[config.mk]
export PLATFORM = sky130hd
export DESIGN_NAME = bitrev_reorder_stream
export DESIGN_NICKNAME = d
export VERILOG_FILES = /design/src/rtl/bitrev_reorder_stream.sv
export SDC_FILE = /design/constraint.sdc
export NUM_CORES = 1
export LEC_CHECK = 0
export BUFFER_PORTS_ARGS = -buffer_cell sky130_fd_sc_hd__buf_2
export CAP_MARGIN = 20
export CORE_MARGIN = 3
export CORE_UTILIZATION = 35
export DETAILED_ROUTE_END_ITERATION = 10
export GPL_ROUTABILITY_DRIVEN = 0
export SLEW_MARGIN = 0
export SYNTH_ARGS = -nofsm -noshare
export SYNTH_HDL_FRONTEND = slang
export SYNTH_SLANG_ARGS = --single-unit
[constraint.sdc]
create_clock -name clk -period 5.4 [get_ports clk]
set_clock_uncertainty 0.1 [all_clocks]
set_input_delay 0.54 -clock clk [delete_from_list [all_inputs] [get_ports clk]]
set_output_delay 0.54 -clock clk [all_outputs]
set_load 0.01 [all_outputs]
[src/rtl/bitrev_reorder_stream.sv]
// Streaming reorder buffer: accepts FFT samples in bit-reversed order and emits natural order.
// Optional framing check enabled with `define BITREV_FRAME_CHECK_EN (adds in_last / frame_err).
module bitrev_reorder_stream #(
  parameter int unsigned N = 3,
  parameter int unsigned W = 32
) (
  input  logic         clk,
  input  logic         rst_n,
  input  logic         in_valid,
  output logic         in_ready,
  input  logic [W-1:0] in_data,
`ifdef BITREV_FRAME_CHECK_EN
  input  logic         in_last,
  output logic         frame_err,
`endif
  output logic         out_valid,
  input  logic         out_ready,
  output logic [W-1:0] out_data,
  output logic [N-1:0] out_index,
  output logic         out_last
);

  localparam int unsigned SIZE     = 1 << N;
  localparam logic [N-1:0] LAST_IDX = N'(SIZE - 1);

  function automatic logic [N-1:0] rev(input logic [N-1:0] x);
    logic [N-1:0] r;
    r = '0;
    for (int i = 0; i < int'(N); i++) begin
      r[i] = x[int'(N) - 1 - i];
    end
    return r;
  endfunction

  logic [1:0]   full_q, full_d;
  logic         wr_bank_q, wr_bank_d;
  logic         rd_bank_q, rd_bank_d;
  logic [N-1:0] wr_cnt_q, wr_cnt_d;
  logic [N-1:0] rd_cnt_q, rd_cnt_d;
  logic [W-1:0] bank_q [2][SIZE];
  logic [W-1:0] bank_d [2][SIZE];
  logic         wr_acc;
  logic         rd_xfer;
`ifdef BITREV_FRAME_CHECK_EN
  logic         frame_err_q, frame_err_d;
`endif

  // All outputs decode registered state only
  assign in_ready  = ~full_q[wr_bank_q];
  assign out_valid = full_q[rd_bank_q];
  assign out_data  = bank_q[rd_bank_q][rd_cnt_q];
  assign out_index = rd_cnt_q;
  assign out_last  = full_q[rd_bank_q] & (rd_cnt_q == LAST_IDX);
`ifdef BITREV_FRAME_CHECK_EN
  assign frame_err = frame_err_q;
`endif

  always_comb begin
    full_d    = full_q;
    wr_bank_d = wr_bank_q;
    rd_bank_d = rd_bank_q;
    wr_cnt_d  = wr_cnt_q;
    rd_cnt_d  = rd_cnt_q;
    bank_d    = bank_q;
    wr_acc    = in_valid & ~full_q[wr_bank_q];
    rd_xfer   = full_q[rd_bank_q] & out_ready;
`ifdef BITREV_FRAME_CHECK_EN
    frame_err_d = 1'b0;
`endif

    if (rd_xfer) begin
      rd_cnt_d = rd_cnt_q + 1'b1;
      if (rd_cnt_q == LAST_IDX) begin
        full_d[rd_bank_q] = 1'b0;
        rd_bank_d         = ~rd_bank_q;
      end
    end

    // Writer only targets a non-full bank, so it never collides with the clear above
    if (wr_acc) begin
`ifdef BITREV_FRAME_CHECK_EN
      if (in_last && (wr_cnt_q != LAST_IDX)) begin
        frame_err_d = 1'b1;
        wr_cnt_d    = '0;
      end else begin
        frame_err_d = (wr_cnt_q == LAST_IDX) && !in_last;
`endif
        bank_d[wr_bank_q][rev(wr_cnt_q)] = in_data;
        wr_cnt_d = wr_cnt_q + 1'b1;
        if (wr_cnt_q == LAST_IDX) begin
          full_d[wr_bank_q] = 1'b1;
          wr_bank_d         = ~wr_bank_q;
        end
`ifdef BITREV_FRAME_CHECK_EN
      end
`endif
    end
  end

  always_ff @(posedge clk or negedge rst_n) begin
    if (!rst_n) begin
      full_q    <= '0;
      wr_bank_q <= 1'b0;
      rd_bank_q <= 1'b0;
      wr_cnt_q  <= '0;
      rd_cnt_q  <= '0;
`ifdef BITREV_FRAME_CHECK_EN
      frame_err_q <= 1'b0;
`endif
    end else begin
      full_q    <= full_d;
      wr_bank_q <= wr_bank_d;
      rd_bank_q <= rd_bank_d;
      wr_cnt_q  <= wr_cnt_d;
      rd_cnt_q  <= rd_cnt_d;
`ifdef BITREV_FRAME_CHECK_EN
      frame_err_q <= frame_err_d;
`endif
    end
  end

  // Sample storage is not reset; validity is tracked by full_q alone
  always_ff @(posedge clk) begin
    bank_q <= bank_d;
  end

endmodule

* Yosys cells after proc, flatten, opt, wreduce, memory -nomap -nowiden
Cells that the tools add are included.
** Word-level totals
- Flip-flop bits (word level) :: 522
- Logic and storage cells :: 77
- Bits of input ports :: 36
- Output and inout port bits :: 38
** Cells by class
- Bitwise gates (word level) :: 13
- $lt $le $gt $ge :: 10
- Reductions and logical operators :: 6
- $add $sub $neg :: 2
- Mux-type cells :: 23
- Equality and inequality tests :: 2
** Operators by type and width (number)
- 256-bit two-way mux :: 4
- 512-bit bitwise mux :: 1
- 256-bit demux with 1-bit select :: 1
- 32-bit binary-select mux with 3-bit select :: 1
- 32-bit demux with 3-bit select :: 1
- 32-bit two-way mux :: 3
- 4-bit >= comparator (second input constant) :: 2
- 2-bit two-way mux :: 4
- 3-bit inverter with 4-bit output :: 2
- 3-bit by 1-bit adder with 3-bit output (second input constant) :: 2
- 3-bit == test (second input constant) :: 2
- 1-bit two-way mux :: 6
- 2-bit >= comparator (second input constant) :: 2
- 1-bit logical AND :: 4
- 1-bit by 2-bit < comparator with 1-bit output (second input constant) :: 2
- 4-bit by 1-bit < comparator with 1-bit output (second input constant) :: 1
- 1-bit inverter with 2-bit output :: 2
- 2-bit AND reduction :: 2
- 1-bit bitwise AND :: 3
- 1-bit inverter :: 3
- 2-bit bitwise AND :: 1
- 1-bit demux with 1-bit select :: 2
- 1-bit >= comparator (second input constant) :: 2
- 2-bit by 1-bit < comparator with 1-bit output (second input constant) :: 1
- 2 further kinds :: 2

* Depth between registers and ports, before layout
- Word-level depth :: 11
- Mapped depth :: 6
- Gate-level depth less buffers :: 5

* Least setup slack after synthesis
OpenSTA, ideal clock, no wires.
- Path type :: register to register
- Start point :: reg wr_cnt_q[0] (netlist name)
- End point :: reg bank_q[32] (netlist bit) (enable)
- Cell stages (with the launch flop) :: 5
- Required time :: 4832 ps
- Slack :: 1684 ps
- Arrival :: 3148 ps
- Period minus slack after synthesis :: 3716 ps
- Path buffers :: 0
- Library setup time :: 468 ps
- Cells stage by stage :: dfrtp_1 > ha_1 > ha_1 > nand2_1 > nor3b_1
** RTL lines
- end signal: assignment :: line 124 : bank_q <= bank_d;
- end: declaration :: line 40 : logic [W-1:0] bank_q [2][SIZE];

* Worst setup path after layout
- Start point :: reg rd_bank_q
- End point :: out out_data[13]
** Between the ends
- Longest elaborated chain between the ends :: 7
** RTL lines
- start: declaration :: line 37 : logic rd_bank_q, rd_bank_d;
- start signal: assignment :: line 113 : rd_bank_q <= rd_bank_d;
- 1-bit inverter with 2-bit output (not written as such) :: line 51 : assign out_data = bank_q[rd_bank_q][rd_cnt_q];
- 256-bit two-way mux (not written as such) (3 in series) :: line 51
- 32-bit binary-select mux with 3-bit select :: line 51
- 32-bit two-way mux (not written as such) (2 in series) :: line 51
- end: declaration :: line 18 : output logic [W-1:0] out_data,
No other way between the ends. The select of a mux whose other input is x is not followed.

==> flow_metrics.py <==
metrics = {
    "global_routing": {
        "grt_overflow": 0,
        "grt_usage_pct": 14.6,
        "grt_pass1_vias": 9400,
        "antenna_found_initial": 3,
        "grt_pass1_wl_um": 63700,
        "grt_max_degree": 132,
    },
    "power_and_ir_drop": {
        "ir_drop_uv": 341,
        "clock_power_share_pct": 30.4,
        "p_sw_share_pct": 29.0,
        "power.net_switching_uw": 3400,
        "p_per_area_nw_per_um2": 513,
        "leakagePower_uw": 0.00731,
        "pwr-share-seq_pct": 42.3,
        "comb_power_share_pct": 27.3,
        "power.internal_uw": 8300,
    },
    "routing": {
        "routedWlPerCell_um": 24.7,
        "via_count": 8949,
        "wl_um": 43100,
        "first_iter_violations": 859,
        "drc_errors": 0,
        "drt-vias-per-instance": 5.14,
        "detail-route-antenna-nets": 0,
        "drt-pass1-iter-count": 5,
    },
    "critical_path": {
        "required_ps": 4760,
        "critPathMaxFanout": 38,
        "r2r_end": "bank_q[374]",
        "r2r_slack_ps": 2700,
        "critPathKind": "register to output port",
        "r2r-start": "full_q[0]",
        "reg2reg_depth": 3,
        "arrival_ps": 3020,
        "cp-start-kind": "register",
        "endpoint_kind": "output port",
    },
    "finish": {
        "drive_gt1_share_pct": 32.6,
        "fin_nets": 994,
        "seq_area_um2": 15600,
        "num-fill-cells": 4781,
        "syn2layout_area_growth_pct": 15.4,
        "multiInputGateArea_um2": 3930,
    },
    "timing": {
        "whs_ps": 187,
        "final-hold-violation-count": 0,
        "drv_slew": 0,
        "min_period_over_period_pct": 67.8,
        "setup_tns_ps": 0,
        "rsz0062_at_grt": "false",
        "finalSetupViolations": 0,
        "fin_crit_ps": 3660,
        "fmax_mhz": 273,
        "tightest_slew_ps": 1070,
        "relSlewSlack_pct": 28.9,
    },
    "floorplanning": {
        "initial_core_util_pct": 35.6,
        "num_rows": 86,
        "die_x_um": 244,
        "ioPinCount": 74,
        "fp.coreArea_um2": 55400,
        "fp.dieH_um": 244,
        "dieArea_um2": 59300,
    },
    "logic_synthesis": {
        "yosysTopAreaCell": "edfxtp_1",
        "yosysWarnings": 0,
        "netlist.area_leader.share_pct": 77.9,
        "ys_types": 28,
        "synth_edf_count": 512,
        "yosys_register_bits": 522,
        "yosysSeqAreaShare_pct": 79.1,
        "synth_most_common_cell": "edfxtp_1",
        "async_flop_share_pct": 1.92,
        "yosys-top-cells-area": "edfxtp_1 (78%), mux4_2 (15%), a22oi_1 (2.4%), dfrtp_1 (1.3%), nand2_1 (0.68%)",
        "synth-main-ff-cell": "edfxtp_1",
        "synth_area_um2": 19700,
        "synthCells": 844,
        "syn_nets": 888,
        "synth_common_cells": "edfxtp_1 (512), mux4_2 (128), a22oi_1 (64)",
        "avgSynthCellArea_um2": 23.4,
    },
    "clock_network": {
        "clock-sinks": 522,
        "clk_pin_slew_ps": 60,
        "clk_latency_ps": 560,
        "clockBufferDepth": 3,
        "cts_tree": "yes",
        "ctsResizeCount": 0,
        "cts-buffers-inserted": 51,
        "root_buffer": "clkbuf_16",
        "htreeDepth": 2,
    },
    "run_status": {
        "status": "finished clean",
    },
    "flow_run": {
        "maxCapViolCount": 0,
    },
    "place": {
        "io_buffers": 73,
        "dp_hpwl_um": 22400,
    },
    "worst_hold_path": {
        "hold_class": "input port to register",
        "min_from": "out_ready",
        "hold_depth": 2,
        "min_to": "rd_bank_q",
    },
}
-- cell type report --
type,count,share of cell area (%)
Tap cell,748,4.11
Timing Repair Buffer,97,2.57
Multi-Input combinational cell,275,17.2
Antenna cell,2,0.0220
Sequential cell,522,68.6
Clock inverter,32,1.49
Inverter,3,0.0494
Clock buffer,63,5.89
-- per-layer routing --
metal | vias to the layer above | routed length [um] | track usage (%)
li1 | 3828 | - | -
met1 | 4816 | 17900 | 19.1
met2 | 250 | 21900 | 25.1
met3 | 53 | 2560 | 3.16
met4 | 2 | 763 | 3.42
met5 | - | 12 | 0
-- cells by family after synthesis --
logic type	share of synthesized area, %
compound gates	2.61
xor+xnor	0.0887
fa+ha+maj	0.507
buf+inv	1.24
flops	79.1
mux	14.9
simple gates	1.50
-- registers in the layout (all words and copies together) (netlist names) --
name,flops
wr_bank_q,1
wr_cnt_q,3
bank_q,512
out_index,3
full_q,2
rd_bank_q,1
-- critical path: stages (launching register included) --
cell,delay [ps]
dfrtp_4,910
buf_4,450
mux4_2,540
a22oi_1,230
nand2_1,110
buf_2,160
-- metrics by stage --
stage | worst slack (ps) | instance area, um2 | utilization [%] | total power (uW) | cells
floorplan | 1680 | 19700 | - | 7150 | 844
global placement | 2270 | 21100 | 38.0 | 8290 | 1644
detailed placement | 2250 | 21100 | 38.0 | 8320 | 1644
CTS | 1640 | 22800 | 41.1 | 11900 | 1740
global route | 1510 | 22800 | 41.1 | 12300 | 1740
finish | 1740 | 22800 | 41.1 | 11700 | 1742
-- layout by cell type (no fill, tap or decap), types with 12 or more instances in the layout --
master | Yosys | layout
buf_4 | 1 | 20
clkbuf_16 | 0 | 52
edfxtp_1 | 512 | 512
a22oi_1 | 64 | 64
and3_2 | 0 | 12
buf_2 | 9 | 73
nand2_1 | 36 | 36
mux4_2 | 128 | 128
-- repair_timing --
action                                 4_1_cts  5_1_grt
endpoints found under the hold margin       10        0
buffers inserted                             0        0
hold buffers                                 1        0
-- worst max-delay path by stage --
stage	endpoint	startpoint	slack (ps)	cells after the start
6_report	out_data[13]	rd_bank_q	1740	5
5_1_grt	out_data[23]	rd_bank_q	1510	5
4_1_cts	out_data[13]	rd_bank_q	1640	5
3_5_place_dp	out_data[13]	rd_bank_q	2250	5
3_3_place_gp	out_data[13]	rd_bank_q	2270	5
2_1_floorplan	bank_q[32]	wr_cnt_q[0]	1680	4
-- power by group through the flow --
stage          registers (uW)  clock network [uW]  logic [uW]
6_report                 4950                3550        3190
5_1_grt                  4980                3800        3470
4_1_cts                  4950                3620        3290
3_5_place_dp             5040                   0        3280
3_3_place_gp             5020                   0        3270
2_1_floorplan            4920                   0        2240
Note: power is estimated with default switching activity, not from simulation.
